[config.mk]
export PLATFORM = sky130hd
export DESIGN_NAME = reg_file_cmd_ctrl
export DESIGN_NICKNAME = d
export VERILOG_FILES = /design/src/rtl/reg_file_cmd_ctrl.sv
export SDC_FILE = /design/constraint.sdc
export NUM_CORES = 1
export LEC_CHECK = 0
export ABC_AREA = 1
export CAP_MARGIN = 40
export CORE_MARGIN = 5
export CORE_UTILIZATION = 48
export DETAILED_ROUTE_END_ITERATION = 8
export PLACE_DENSITY = 0.88
export SYNTH_ARGS = -nofsm -noshare
export SYNTH_HDL_FRONTEND = slang
export SYNTH_SLANG_ARGS = --single-unit
export TNS_END_PERCENT = 5
[constraint.sdc]
create_clock -name CLK -period 5.1 [get_ports CLK]
set_input_delay 0.765 -clock CLK [delete_from_list [all_inputs] [get_ports CLK]]
set_output_delay 0.765 -clock CLK [all_outputs]
set_load 0.005 [all_outputs]
[src/rtl/reg_file_cmd_ctrl.sv]
// Byte-stream command sequencer for a small register file: parses write/read frames,
// strobes the register file and returns read data to the transmitter.
module reg_file_cmd_ctrl #(
    parameter int                    DATA_WIDTH    = 8,
    parameter int                    ADDR_WIDTH    = 4,
    parameter logic [DATA_WIDTH-1:0] WR_CMD        = 8'hAA,
    parameter logic [DATA_WIDTH-1:0] RD_CMD        = 8'hBB,
    parameter int                    RD_TIMEOUT    = 8,
    parameter int                    FRAME_TIMEOUT = 1024,
    parameter int                    CNT_WIDTH     = 10
) (
    input  logic                  CLK,
    input  logic                  RST,
    input  logic [DATA_WIDTH-1:0] RX_P_DATA,
    input  logic                  RX_D_VLD,
    input  logic [DATA_WIDTH-1:0] R_REG_DATA,
    input  logic                  R_DATA_VALID,
    input  logic                  TX_BUSY,
    output logic [ADDR_WIDTH-1:0] REG_ADDRESS,
    output logic [DATA_WIDTH-1:0] W_REG_DATA,
    output logic                  W_REG_EN,
    output logic                  R_REG_EN,
    output logic [DATA_WIDTH-1:0] TX_P_DATA,
    output logic                  TX_D_VLD,
    output logic                  CTRL_BUSY,
    output logic                  CMD_ERR,
    output logic                  RD_TO_ERR,
    output logic                  RX_OVERRUN
);

    typedef enum logic [2:0] {
        IDLE, WR_ADDR, WR_DATA, WR_EXEC, RD_ADDR, RD_EXEC, RD_WAIT, TX_SEND
    } state_t;

    localparam logic [CNT_WIDTH-1:0] FRAME_LAST = CNT_WIDTH'(FRAME_TIMEOUT - 1);
    localparam logic [CNT_WIDTH-1:0] RD_LAST    = CNT_WIDTH'(RD_TIMEOUT - 1);

    state_t                state_q, state_d;
    logic [CNT_WIDTH-1:0]  cnt_q;
    logic [ADDR_WIDTH-1:0] addr_q;
    logic [DATA_WIDTH-1:0] wdata_q, txdata_q;
    logic                  wen_q, ren_q, txvld_q, busy_q, cmderr_q, rdto_q, ovr_q;

    logic in_frame, is_opcode, frame_to, rd_to, no_accept;

    assign in_frame  = (state_q == WR_ADDR) || (state_q == WR_DATA) || (state_q == RD_ADDR);
    assign is_opcode = (RX_P_DATA == WR_CMD) || (RX_P_DATA == RD_CMD);
    assign frame_to  = (cnt_q == FRAME_LAST);
    assign rd_to     = (cnt_q == RD_LAST);
    // Bytes arriving while a transaction is executing are dropped, never parsed.
    assign no_accept = (state_q == WR_EXEC) || (state_q == RD_EXEC) ||
                       (state_q == RD_WAIT) || (state_q == TX_SEND);

    always_comb begin
        state_d = state_q;
        case (state_q)
            IDLE: begin
                if (RX_D_VLD && RX_P_DATA == WR_CMD)      state_d = WR_ADDR;
                else if (RX_D_VLD && RX_P_DATA == RD_CMD) state_d = RD_ADDR;
            end
            WR_ADDR: if (RX_D_VLD) state_d = WR_DATA; else if (frame_to) state_d = IDLE;
            WR_DATA: if (RX_D_VLD) state_d = WR_EXEC; else if (frame_to) state_d = IDLE;
            WR_EXEC: state_d = IDLE;
            RD_ADDR: if (RX_D_VLD) state_d = RD_EXEC; else if (frame_to) state_d = IDLE;
            RD_EXEC: state_d = RD_WAIT;
            RD_WAIT: if (R_DATA_VALID) state_d = TX_SEND; else if (rd_to) state_d = IDLE;
            TX_SEND: if (!TX_BUSY) state_d = IDLE;
            default: state_d = IDLE;
        endcase
    end

    always_ff @(posedge CLK or posedge RST) begin
        if (RST) begin
            state_q  <= IDLE;
            cnt_q    <= '0;
            addr_q   <= '0;
            wdata_q  <= '0;
            txdata_q <= '0;
            wen_q    <= 1'b0;
            ren_q    <= 1'b0;
            txvld_q  <= 1'b0;
            busy_q   <= 1'b0;
            cmderr_q <= 1'b0;
            rdto_q   <= 1'b0;
            ovr_q    <= 1'b0;
        end else begin
            state_q <= state_d;
            // Timeout counter restarts on every state change, i.e. every accepted byte.
            if (state_d != state_q || state_d == IDLE) cnt_q <= '0;
            else                                       cnt_q <= cnt_q + 1'b1;

            if ((state_q == WR_ADDR || state_q == RD_ADDR) && RX_D_VLD)
                addr_q <= RX_P_DATA[ADDR_WIDTH-1:0];
            if (state_q == WR_DATA && RX_D_VLD)
                wdata_q <= RX_P_DATA;
            if (state_q == RD_WAIT && R_DATA_VALID)
                txdata_q <= R_REG_DATA;

            wen_q    <= (state_q == WR_EXEC);
            ren_q    <= (state_q == RD_EXEC);
            txvld_q  <= (state_d == TX_SEND);
            busy_q   <= (state_d != IDLE);
            cmderr_q <= (state_q == IDLE && RX_D_VLD && !is_opcode) ||
                        (in_frame && !RX_D_VLD && frame_to);
            rdto_q   <= (state_q == RD_WAIT) && !R_DATA_VALID && rd_to;
            ovr_q    <= RX_D_VLD && no_accept;
        end
    end

    assign REG_ADDRESS = addr_q;
    assign W_REG_DATA  = wdata_q;
    assign W_REG_EN    = wen_q;
    assign R_REG_EN    = ren_q;
    assign TX_P_DATA   = txdata_q;
    assign TX_D_VLD    = txvld_q;
    assign CTRL_BUSY   = busy_q;
    assign CMD_ERR     = cmderr_q;
    assign RD_TO_ERR   = rdto_q;
    assign RX_OVERRUN  = ovr_q;

endmodule

Yosys cells after proc, flatten, opt, wreduce, memory -nomap -nowiden. Cells that the tools add are included.

Register bits: 40. Latch bits: 0. Bits in writable memories: 0. Memory bits (read-only): 0. Bits of input ports: 21. Output and inout port bits: 27. Word-level logic and storage cells: 64. Memories: 0.

$add $sub $neg: 1. Multipliers: 0. Div/mod/pow operators: 0. Order comparisons: 0. Equal/unequal tests: 13. Shift-type cells: 0. Multiplexer cells: 11. Bitwise operators: 0. Reduce and logical (&&, ||, !) cells: 27.

Operators by type and width (count): 3-bit two-way mux (9); 3-bit case mux with 8 select lines (1); 8-bit == test (second input constant) (2); 3-bit == test (second input constant) (5); 1-bit logical AND (12); 10-bit by 1-bit adder with 10-bit output (second input constant) (1); 10-bit == test (second input constant) (1); 10-bit by 3-bit == test with 1-bit output (second input constant) (1); 10-bit two-way mux (1); 1-bit logical OR (9); 3-bit by 2-bit == test with 1-bit output (second input constant) (2); 3-bit zero test (2); 3-bit by 1-bit == test with 1-bit output (second input constant) (1); 1-bit zero test (3); 3-bit inequality test (1); 3-bit nonzero test (1).

Depth between registers and ports, before layout. Gate-level depths: netlist (run 1).

Depth after elaboration: 8. Gate-level depth with buffers: 13. Mapped depth without buffers: 13.

Worst setup path after synthesis (run 1). Ideal clock, no wire load.

Kind: input -> register. Start point: in RX_D_VLD. End point: reg cnt_q[2]. Library setup time: 0.121 ns. Data arrival time: 1.774 ns. Data required time: 4.979 ns. Path slack: 3.206 ns. Stages: 11. Path through: buf_2 -> nor2_1 -> nand4_2 -> nand3_1 -> nand2_1 -> nand2_1 -> nand2_1 -> nor2_2 -> nor2_2 -> nand2_4 -> nor2_2.

Word-level cells in the longest chain between the ends: 7. Elaborated cells on any way between the ends: 12. Those cells by class: 1 x eq/ne; 7 x mux; 4 x reduce/logical.

RTL lines: from (decl) (RTL line 15) `input logic RX_D_VLD,`; 1-bit logical AND (RTL line 59) `else if (RX_D_VLD && RX_P_DATA == RD_CMD) state_d = RD_ADDR;`; 3-bit two-way mux (RTL line 59); 3-bit two-way mux (RTL line 58) `if (RX_D_VLD && RX_P_DATA == WR_CMD) state_d = WR_ADDR;`; 3-bit case mux with 8 select lines (*) (RTL line 56) `case (state_q)`; 3-bit inequality test or 3-bit zero test (tied branches) (RTL line 89) `if (state_d != state_q || state_d == IDLE) cnt_q <= '0;`; 1-bit logical OR (*) (RTL line 89); 10-bit two-way mux (*) (RTL line 89); to (signal assigned) (RTL line 90) `else cnt_q <= cnt_q + 1'b1;`; to (decl) (RTL line 39) `logic [CNT_WIDTH-1:0] cnt_q;`.

Mark *: on every way between the ends. The rest lies on a longest branch, timed or not. A chain may end at the register's enable or synchronous reset.

Worst setup path after layout (run 1).
Start point: in RX_P_DATA[3]. End point: reg cnt_q[2].

Word-level cells in the longest chain between the ends: 8. Elaborated cells on any way between the ends: 11. Those cells by class: 3 x eq/ne; 4 x mux; 4 x reduce/logical.

RTL lines: from (decl) (RTL line 14) `input logic [DATA_WIDTH-1:0] RX_P_DATA,`; 8-bit == test (RTL line 59); 1-bit logical AND (RTL line 59); 3-bit two-way mux (RTL line 59); 3-bit two-way mux (*) (RTL line 58); 3-bit case mux with 8 select lines (*) (RTL line 56); 3-bit inequality test or 3-bit zero test (tied branches) (RTL line 89); 1-bit logical OR (*) (RTL line 89); 10-bit two-way mux (*) (RTL line 89).

Marks and branches as above.

==> results of run 1 <==
==> worst max-delay path, cell delays in order <==
cell and delay, ns:
clkdlybuf4s50_1 0.49, nand2_1 0.08, nor3_1 0.26, nand3_1 0.16, nand2_1 0.12, nand2_1 0.09
nand2_1 0.10, nor2_2 0.06, nor2_2 0.12, nand2_4 0.13, nor2_2 0.11
==> registers in the layout (all words and copies together) (netlist names) <==
register / count
W_REG_DATA: 8
RX_OVERRUN: 1
cnt_q: 10
CTRL_BUSY: 1
W_REG_EN: 1
state_q: 3
R_REG_EN: 1
RD_TO_ERR: 1
CMD_ERR: 1
TX_D_VLD: 1
REG_ADDRESS: 4
TX_P_DATA: 8
==> cells in the mapped netlist <==
cell      instances
nand3b_1          2
ha_1              1
o21bai_1          1
nor2_2           15
a21oi_4           1
o211ai_1          1
nand4_1           2
nand4_2           1
clkbuf_1          1
clkinv_1          1
nor3_1            5
o21ai_0          12
nand2_4           1
xor2_1            5
nand3_1          12
inv_2             3
a211oi_1          1
nor2_4            2
nand3_2           1
a31oi_1           1
inv_1            22
xnor2_1           2
dfrtp_1          40
o21ai_1           1
mux2_2            1
nand2_1          72
nor3_2            2
buf_2             1
a41o_1            1
nor2_1           16
==> power by group through the flow <==
stage / combinational (W) / sequential [W] / clock [W]
floorplan: 0.000349 / 0.000497 / 0
global placement: 0.000601 / 0.000494 / 0
detailed placement: 0.000625 / 0.000495 / 0
CTS: 0.000631 / 0.000492 / 0.000216
global route: 0.000692 / 0.000509 / 0.000230
finish: 0.000628 / 0.000491 / 0.000211
==> kinds of logic (layout without fill, tap and decap cells) <==
kind of cell             count (synthesis)  after routing  share of synthesized area
buffers and inverters                   28             82                     0.0552
AND/OR/NAND/NOR                        131            131                      0.318
AO/OA/AOI/OAI                           19             19                     0.0624
XOR/XNOR                                 7              7                     0.0318
flip-flops                              40             40                      0.520
adder cells (fa/ha/maj)                  1              1                    0.00650
multiplexers                             1              1                    0.00585
==> through the flow <==
| step | hold WS (ns) | std cells |
|---|---|---|
| final | 0.471 | 331 |
| after global placement | 0.454 | 323 |
| after CTS | 0.475 | 331 |
| after detailed placement | 0.458 | 323 |
| after floorplan | 0.462 | 227 |
| after global routing | 0.499 | 331 |
==> final cells by class <==
type                            count  area [sq um]
Timing Repair Buffer               48           478
Clock buffer                        8          90.1
Tap cell                           50          62.6
Multi-Input combinational cell    159           818
Fill cell                         333          1400
Sequential cell                    40          1000
Inverter                           26          97.6
==> metal layers <==
metal  part of all wire  wire, um
met1               0.41      1720
met2               0.50      2110
met3              0.066       278
met4              0.027       113
met5                  0         0
==> final timing paths <==
check / from / end / slack [ns] / cells past startpoint
max in group asynchronous: RST / RX_OVERRUN / 3.86 / 3
min: TX_P_DATA[3] / TX_P_DATA[3] / 0.47 / 2
min in group asynchronous: RST / W_REG_DATA[2] / 0.89 / 3
min reg2reg: TX_P_DATA[3] / TX_P_DATA[3] / 0.47 / 2
max reg2reg: cnt_q[0] / cnt_q[2] / 3.16 / 12
max: RX_P_DATA[3] / cnt_q[2] / 2.83 / 11
==> results by group, run 1 <==
Final layout
  • Share of layout cells above drive strength 1: 0.121
  • Most frequent cells in the layout: nand2_1 (72), clkdlybuf4s50_1 (47), dfrtp_1 (40)
  • Design Area, Final: 0.00255 sq mm
  • Area grow syn2layout: 32.3%
  • Antenna Diode Count: 0
  • Finished Core Util: 0.646
  • Commonest non-fill, non-tap cell in the layout: nand2_1
  • Final #Nets: 302

Timing
  • Worst Tran Pin Value: 0.496 ns
  • Final setup fails: 0
  • Minimum clock period: 2.27 ns
  • RSZ-0062 raised after global routing: no
  • Clock skew: 0.00502 ns
  • Final Hold Vio Count: 0
  • Period utilization: 0.445
  • Max Fclk: 441 MHz
  • Post-route setup TNS: 0 ns
  • Slew headroom: 0.669
  • Final WS setup: 2.83 ns
  • Slew Limit Fails: 0

Route
  • Vias/cell: 4.98
  • Drt drc: 0
  • Detail Route Antenna Nets: 0
  • Vias: 1647
  • Initial DRC Count: 166
  • Iteration count of the initial detailed-routing pass: 6
  • DR WL/cell: 12.7 um
  • Drt total wl: 4220 um

Setup path
  • Arrival @ worst endpoint: 2.50 ns
  • Required time worst endpoint: 5.33 ns
  • Crit. End Element: register
  • Crit path kind: in -> reg
  • Max FO, Critical Path: 10
  • CP startpoint kind: input pin

Power
  • Comb pwr share: 0.472
  • Sw Share: 0.385
  • Clk pwr share: 0.159
  • Overall Power: 0.00133 W
  • Worst VDD drop: 0.258 mV
  • Power Density: 522 mW/mm^2
  • Flop pwr share: 0.369
  • Internal: 0.000818 W
  • P_sw: 0.000512 W
  • Leakage power: 1.22 nW

Clock tree
  • Clk slew on worst S/H paths: 0.07 ns
  • Clock latency on the worst-skew pair: 0.29 ns
  • Root buf cell: clkbuf_8
  • Clock Tree Buf Depth: 2
  • Setup Fix Bufs, Post-CTS: 0
  • CTS Hold Buffers Added: 0
  • CTS Buf Count: 5
  • # clock sinks: 40
  • CTS tree: done
  • H-tree depth: 2
  • CTS resizes: 0

Global routing
  • Antenna violations before repair: 0
  • Met2 GRT Util: 0.308
  • Pin count of the biggest net entering global routing: 41
  • GRT overflow: 0
  • Vias in the first global route: 1660
  • Met1 GRT Util: 0.207
  • Global-route wire length before repair: 7260 um
  • Tot GR Track Use: 0.178
  • Met3 GRT Util: 0.0520
  • Most used routing layer: met2

Die
  • Die Ht: 73.3 um
  • Boundary Pins: 48
  • Rows: 23
  • Core box area: 0.00394 sq mm
  • Initial Utilization: 0.488
  • Die Wd: 73.3 um
  • Die area: 0.00538 sq mm

Logic synthesis
  • Avg Cell Area, Syn: 8.48 sq um
  • Seq/Total Area, Yosys: 0.520
  • Netlist cell types: 30
  • Yosys reg bits: 40
  • Synth top area cells: dfrtp_1 (52%), nand2_1 (14%), nor2_2 (4.9%), inv_1 (4.3%), nand3_1 (3.1%)
  • Synth area leader: dfrtp_1
  • Top cell type's share of synthesized area: 0.520
  • Yosys warns: 0
  • Cells after Synth: 227
  • Synth Net Count: 249
  • Post-synthesis cell area: 0.00193 sq mm

Placement
  • Dpl hpwl: 3150 um
  • Placed Area: 0.00246 sq mm
  • Gpl congestion: 0.858
  • DP Worst Slack: 2.56 ns
  • IO Port Bufs: 47

Flow run
  • Max Cap Viol: 0

Run status
  • Status: completed

Min path
  • Hold Crit Class: reg -> reg
No activity file was read; power rests on OpenSTA's default activity.
==> run 2, diff against run 1 <==
==> constraint.sdc (replaced) <==
create_clock -name CLK -period 2.1 [get_ports CLK]
set_input_delay 0.315 -clock CLK [delete_from_list [all_inputs] [get_ports CLK]]
set_output_delay 0.315 -clock CLK [all_outputs]
set_load 0.005 [all_outputs]
==> results by group, run 2 (synthesis gave the netlist of run 1 again) <==
Run status
  • Status: completed (unchanged)

Final layout
  • Finished Core Util: 0.657 (was 0.646)
  • Layout Cells excl Fill: 336 (was 331)
  • Most frequent cells in the layout: nand2_1 (72), clkdlybuf4s50_1 (47), dfrtp_1 (40) (unchanged)
  • Max reg flops: 10 (unchanged)
  • Commonest non-fill, non-tap cell in the layout: nand2_1 (unchanged)
  • Area occupied by multi-input gates: 821 sq um (was 818 sq um)
  • Share of layout cells above drive strength 1: 0.147 (was 0.121)
  • Fill cells: 339 (was 333)
  • Final #Nets: 307 (was 302)
  • Area grow syn2layout: 34.5% (was 32.3%)
  • Antenna Diode Count: 0 (unchanged)
  • Top reg by flops: cnt_q (unchanged)
  • Register Area: 0.00100 sq mm (unchanged)

Placement
  • Dpl hpwl: 3140 um (was 3150 um)
  • DP Worst Slack: 0.0846 ns (was 2.56 ns)
  • Gpl congestion: 0.873 (was 0.858)
  • Dpl cells: 326 (was 323)
  • IO Port Bufs: 47 (unchanged)

Clock tree
  • Clock Tree Buf Depth: 2 (unchanged)
  • CTS Hold Buffers Added: 0 (unchanged)
  • H-tree depth: 2 (unchanged)
  • CTS tree: done (unchanged)
  • Clk slew on worst S/H paths: 0.08 ns (was 0.07 ns)
  • CTS Buf Count: 5 (unchanged)
  • Root buf cell: clkbuf_8 (unchanged)
  • Clock latency on the worst-skew pair: 0.29 ns (about the same)
  • # clock sinks: 40 (unchanged)

Setup path
  • Required time worst endpoint: 2.29 ns (was 5.33 ns)
  • Crit path kind: reg -> reg (was in -> reg)
  • Crit. End Element: register (unchanged)
  • Register-to-register setup slack: 0.16 ns (was 3.16 ns)
  • CP startpoint kind: register (was input pin)
  • Max FO, Critical Path: 10 (unchanged)
  • Arrival @ worst endpoint: 2.13 ns (was 2.50 ns)

Die
  • Die area: 0.00538 sq mm (unchanged)
  • Core box area: 0.00394 sq mm (unchanged)
  • Rows: 23 (unchanged)
  • Initial Utilization: 0.488 (unchanged)
  • Boundary Pins: 48 (unchanged)
  • Die Ht: 73.3 um (unchanged)
  • Die Wd: 73.3 um (unchanged)

Timing
  • Max Fclk: 515 MHz
  • Worst hold margin: 0.426 ns (was 0.471 ns)
  • Minimum clock period: 1.94 ns
  • Clock skew: 0.00421 ns (was 0.00502 ns)
  • Final setup fails: 0 (unchanged)
  • Final WS setup: 0.160 ns (was 2.83 ns)
  • Final Hold Vio Count: 0 (unchanged)
  • Worst Tran Pin Value: 0.492 ns (was 0.496 ns)
  • Post-route setup TNS: 0 ns (unchanged)
  • Slew headroom: 0.672 (was 0.669)
  • Period utilization: 0.924
  • Slew Limit Fails: 0 (unchanged)

Route
  • Detail Route Antenna Nets: 0 (unchanged)
  • Vias: 1659 (was 1647)
  • Vias/cell: 4.94 (was 4.98)
  • DR WL/cell: 12.5 um (was 12.7 um)
  • M1 wire length: 1640 um (was 1720 um)
  • Max Used Layer: met4 (unchanged)
  • Iteration count of the initial detailed-routing pass: 4 (was 6)
  • Drt total wl: 4210 um (was 4220 um)
  • Drt drc: 0 (unchanged)
  • Wire length on met3: 247 um (was 278 um)
  • Met2 routed WL: 2250 um (was 2110 um)
  • Initial DRC Count: 130 (was 166)

Global routing
  • Antenna violations before repair: 0 (unchanged)
  • Global-route wire length before repair: 7080 um (was 7260 um)
  • GRT overflow: 0 (unchanged)
  • Vias in the first global route: 1642 (was 1660)
  • Tot GR Track Use: 0.173 (was 0.178)
  • Pin count of the biggest net entering global routing: 41 (unchanged)

Min path
  • Hold Crit Class: in -> async (was reg -> reg)

Power
  • Leakage power: 1.25 nW (was 1.22 nW)
  • Worst VDD drop: 0.573 mV (was 0.258 mV)
  • Power Density: 1270 mW/mm^2 (was 522 mW/mm^2)

Flow run
  • Max Cap Viol: 0 (unchanged)
run 2: critical path, stage by stage (launching register included):
cell,delay [ns]
dfrtp_1,0.40
ha_2,0.21
nand2_1,0.10
nor2_4,0.16
nand4_2,0.18
nand3_1,0.11
nand2_1,0.08
nand2_1,0.11
nand2_1,0.07
nor2_2,0.12
nor2_2,0.06
nand2_4,0.16
nor2_2,0.05
run 2: repair_timing:
item,4_1_cts,5_1_grt
gates resized for setup,0,1
setup endpoints to repair,0,10
buffers inserted,0,2
endpoints found under the hold margin,0,0
run 2: per-stage QoR:
step | total power, W | instance area, sq um
CTS | 0.00327 | 2570
floorplan | 0.00205 | 1930
finish | 0.00328 | 2590
global placement | 0.00267 | 2480
detailed placement | 0.00273 | 2480
global route | 0.00351 | 2590
run 2: cell type report:
| type | count | area share |
|---|---|---|
| Clock buffer | 6 | 0.0319 |
| Clock inverter | 2 | 0.00386 |
| Inverter | 26 | 0.0377 |
| Multi-Input combinational cell | 159 | 0.317 |
| Sequential cell | 40 | 0.386 |
| Tap cell | 50 | 0.0242 |
| Timing Repair Buffer | 53 | 0.199 |
run 2: power breakdown:
group	switching [W]	internal (W)
sequential	0.000175	0.00102
combinational	0.000825	0.000728
clock	0.000266	0.000262
run 2: final timing paths:
kind,from,to,depth (start not counted)
setup / recovery,cnt_q[0],cnt_q[2],12
min in group CLK,TX_P_DATA[5],TX_P_DATA[5],2
max in group asynchronous,RST,REG_ADDRESS[0],3
setup reg to reg,cnt_q[0],cnt_q[2],12
hold / removal,RST,W_REG_DATA[7],3
hold reg to reg,TX_P_DATA[5],TX_P_DATA[5],2
run 2: layer usage:
layer / up-vias / global-route usage
met4: 0 / 0.0684
met2: 43 / 0.307
met1: 777 / 0.199
met5: - / 0
met3: 6 / 0.0424
li1: 833 / -
==> run 3, diff against run 2 <==
--- a/config.mk
+++ b/config.mk
@@ -5,7 +5,6 @@
 export SDC_FILE = /design/constraint.sdc
 export NUM_CORES = 1
 export LEC_CHECK = 0
-export ABC_AREA = 1
 export CAP_MARGIN = 40
 export CORE_MARGIN = 5
 export CORE_UTILIZATION = 48
==> results by group, run 3 <==
Final layout
  • Commonest non-fill, non-tap cell in the layout: clkdlybuf4s50_1 (was nand2_1)
  • Share of layout cells above drive strength 1: 0.276 (was 0.147)
  • Area occupied by multi-input gates: 945 sq um (was 821 sq um)
  • Max reg flops: 10 (unchanged)
  • Antenna Diode Count: 0 (unchanged)
  • Most frequent cells in the layout: clkdlybuf4s50_1 (46), dfrtp_1 (38), buf_4 (30) (was nand2_1 (72), clkdlybuf4s50_1 (47), dfrtp_1 (40))
  • Fill cells: 277 (was 339)
  • Final #Nets: 268 (was 307)
  • Area grow syn2layout: 44.9% (was 34.5%)
  • Top reg by flops: cnt_q (unchanged)
  • Register Area: 0.00100 sq mm (about the same)

Die
  • Die Ht: 73.7 um (was 73.3 um)
  • Core box area: 0.00397 sq mm (was 0.00394 sq mm)
  • Rows: 23 (unchanged)
  • Boundary Pins: 48 (unchanged)
  • Die Wd: 73.7 um (was 73.3 um)
  • Die area: 0.00544 sq mm (was 0.00538 sq mm)
  • Initial Utilization: 0.491 (was 0.488)

Clock tree
  • CTS Buf Count: 5 (unchanged)
  • CTS tree: done (unchanged)
  • Clock latency on the worst-skew pair: 0.29 ns (about the same)
  • # clock sinks: 40 (unchanged)
  • CTS Hold Buffers Added: 0 (unchanged)
  • H-tree depth: 2 (unchanged)
  • Clock Tree Buf Depth: 2 (unchanged)
  • Setup Fix Bufs, Post-CTS: 0 (unchanged)
  • Clk slew on worst S/H paths: 0.07 ns (was 0.08 ns)
  • Root buf cell: clkbuf_8 (unchanged)

Logic synthesis
  • Synth cell count leaders: dfrtp_1 (40), nand2_1 (13), mux2_2 (12) (was nand2_1 (72), dfrtp_1 (40), inv_1 (22), nor2_1 (16), nor2_2 (15))
  • Synth area leader: dfrtp_1 (unchanged)
  • Synth Net Count: 186 (was 249)
  • Yosys reg bits: 40 (unchanged)
  • Synth top area cells: dfrtp_1 (51%), mux2_2 (6.9%), mux2_1 (5.2%), nor4_1 (2.9%), nand2_1 (2.5%) (was dfrtp_1 (52%), nand2_1 (14%), nor2_2 (4.9%), inv_1 (4.3%), nand3_1 (3.1%))
  • Prevailing post-synth register cell: dfrtp_1 (unchanged)
  • Netlist cell types: 45 (was 30)
  • Seq/Total Area, Yosys: 0.513 (was 0.520)
  • Post-synth EDFFs: 0 (unchanged)
  • Top cell type's share of synthesized area: 0.513 (was 0.520)
  • Post-synth ARST share: 1.00 (unchanged)
  • Most common cell in the netlist: dfrtp_1 (was nand2_1)
  • Post-synthesis cell area: 0.00195 sq mm (was 0.00193 sq mm)
  • Avg Cell Area, Syn: 11.9 sq um (was 8.48 sq um)
  • Cells after Synth: 164 (was 227)
  • Yosys warns: 0 (unchanged)

Global routing
  • Tot GR Track Use: 0.193 (was 0.173)
  • GRT overflow: 0 (unchanged)
  • Antenna violations before repair: 0 (unchanged)
  • Vias in the first global route: 1729 (was 1642)
  • Pin count of the biggest net entering global routing: 41 (unchanged)
  • Global-route wire length before repair: 7950 um (was 7080 um)

Power
  • Power Density: 1010 mW/mm^2 (was 1270 mW/mm^2)
  • Worst VDD drop: 0.647 mV (was 0.573 mV)
  • Leakage power: 1.24 nW (was 1.25 nW)

Setup path
  • Crit path kind: reg -> reg (unchanged)
  • Arrival @ worst endpoint: 2.22 ns (was 2.13 ns)
  • Required time worst endpoint: 2.28 ns (was 2.29 ns)
  • Crit. End Element: register (unchanged)
  • Register-to-register setup slack: 0.06 ns (was 0.16 ns)
  • Max FO, Critical Path: 10 (unchanged)
  • CP startpoint kind: register (unchanged)

Timing
  • Slew Limit Fails: 0 (unchanged)
  • Slew headroom: 0.653 (was 0.672)
  • Final Hold Vio Count: 0 (unchanged)
  • Clock skew: 0.00441 ns (was 0.00421 ns)
  • Final setup fails: 0 (unchanged)
  • Max Fclk: 491 MHz (was 515 MHz)
  • RSZ-0062 raised after global routing: yes
  • Minimum clock period: 2.04 ns (was 1.94 ns)
  • Worst Tran Pin Value: 0.519 ns (was 0.492 ns)
  • Period utilization: 0.971 (was 0.924)
  • Post-route setup TNS: 0 ns (unchanged)
  • Final WS setup: 0.0615 ns (was 0.160 ns)

Route
  • Iteration count of the initial detailed-routing pass: 4 (unchanged)
  • Vias: 1655 (was 1659)
  • Drt drc: 0 (unchanged)
  • DR WL/cell: 17.2 um (was 12.5 um)
  • Drt total wl: 5080 um (was 4210 um)
  • Vias/cell: 5.59 (was 4.94)
  • Initial DRC Count: 147 (was 130)
  • Detail Route Antenna Nets: 0 (unchanged)

Run status
  • Status: completed (unchanged)

Flow run
  • Max Cap Viol: 0 (unchanged)

Placement
  • IO Port Bufs: 47 (unchanged)
  • DP Worst Slack: -0.389 ns (was 0.0846 ns)
  • Gpl congestion: 0.853 (was 0.873)
  • Dpl hpwl: 3660 um (was 3140 um)

Min path
  • Hold Crit Class: in -> async (unchanged)
-- run 3: changes by cell type after synthesis, moves of 7 or more --
| cell | change |
|---|---|
| inv_1 | -17 |
| mux2_1 | +9 |
| mux2_2 | +11 |
| nand2_1 | -59 |
| nor2_1 | -7 |
| nor2_2 | -15 |
| nor4_1 | +9 |
| o21ai_0 | -10 |
-- run 3: area by class of cell --
class,count,area share
Multi-Input combinational cell,115,0.334
Tap cell,50,0.0221
Clock buffer,6,0.0257
Sequential cell,40,0.355
Inverter,6,0.00797
Timing Repair Buffer,78,0.253
Clock inverter,1,0.00177
-- run 3: layer usage --
metal	global-route usage	vias up	wire length, um
met3	0.0520	15	343
met1	0.215	794	1900
met4	0.101	0	132
met2	0.335	74	2710
li1	-	772	-
met5	0	-	0
-- run 3: critical path: stages, from the launching register on --
cell      delay [ns]
dfrtp_1         0.39
ha_2            0.23
nand4b_1        0.20
nor3_4          0.22
buf_4           0.15
o21ai_2         0.08
mux2i_2         0.17
buf_4           0.19
nor4_2          0.30
-- run 3: cells by family (layout without fill, tap and decap cells) --
group,after synthesis,in the layout,share of synthesized area
buf+inv,10,91,0.0263
flops,40,40,0.513
xor+xnor,10,10,0.0449
compound gates,17,18,0.0789
mux,23,23,0.134
simple gates,63,63,0.196
fa+ha+maj,1,1,0.00642
-- run 3: what timing repair did --
| item | 4_1_cts | 5_1_grt |
|---|---|---|
| endpoints found under the hold margin | 0 | 0 |
| resized for setup | 3 | 6 |
| gates cloned | 0 | 1 |
| pin swaps | 0 | 1 |
| endpoints found under the setup margin | 1 | 10 |
-- run 3: power by group --
| group | switching (W) | internal [W] | total [W] | leakage (nW) |
|---|---|---|---|---|
| registers | 0.000137 | 0.000960 | 0.00110 | 0.523 |
| logic | 0.000544 | 0.000747 | 0.00129 | 0.678 |
| clock network | 0.000238 | 0.000225 | 0.000463 | 0.0410 |
-- run 3: worst paths after layout --
path	startpoint	to	depth (start not counted)
worst max register to register	cnt_q[0]	cnt_q[9]	8
min in group CLK	TX_P_DATA[5]	TX_P_DATA[5]	1
worst max-delay path	cnt_q[0]	cnt_q[9]	8
worst min register to register	TX_P_DATA[5]	TX_P_DATA[5]	1
worst min-delay path	RST	REG_ADDRESS[3]	3
max in group asynchronous	RST	state_q[0]	3
-- run 3: per-stage QoR --
step	instance area (sq um)	instances	utilization	hold slack, ns	power, W
2_1_floorplan	1950	164	-	0.447	0.00166
3_3_place_gp	2700	288	0.680	0.473	0.00230
3_5_place_dp	2700	288	0.680	0.484	0.00235
4_1_cts	2790	295	0.702	0.458	0.00283
5_1_grt	2830	296	0.711	0.508	0.00301
6_report	2830	296	0.711	0.449	0.00285
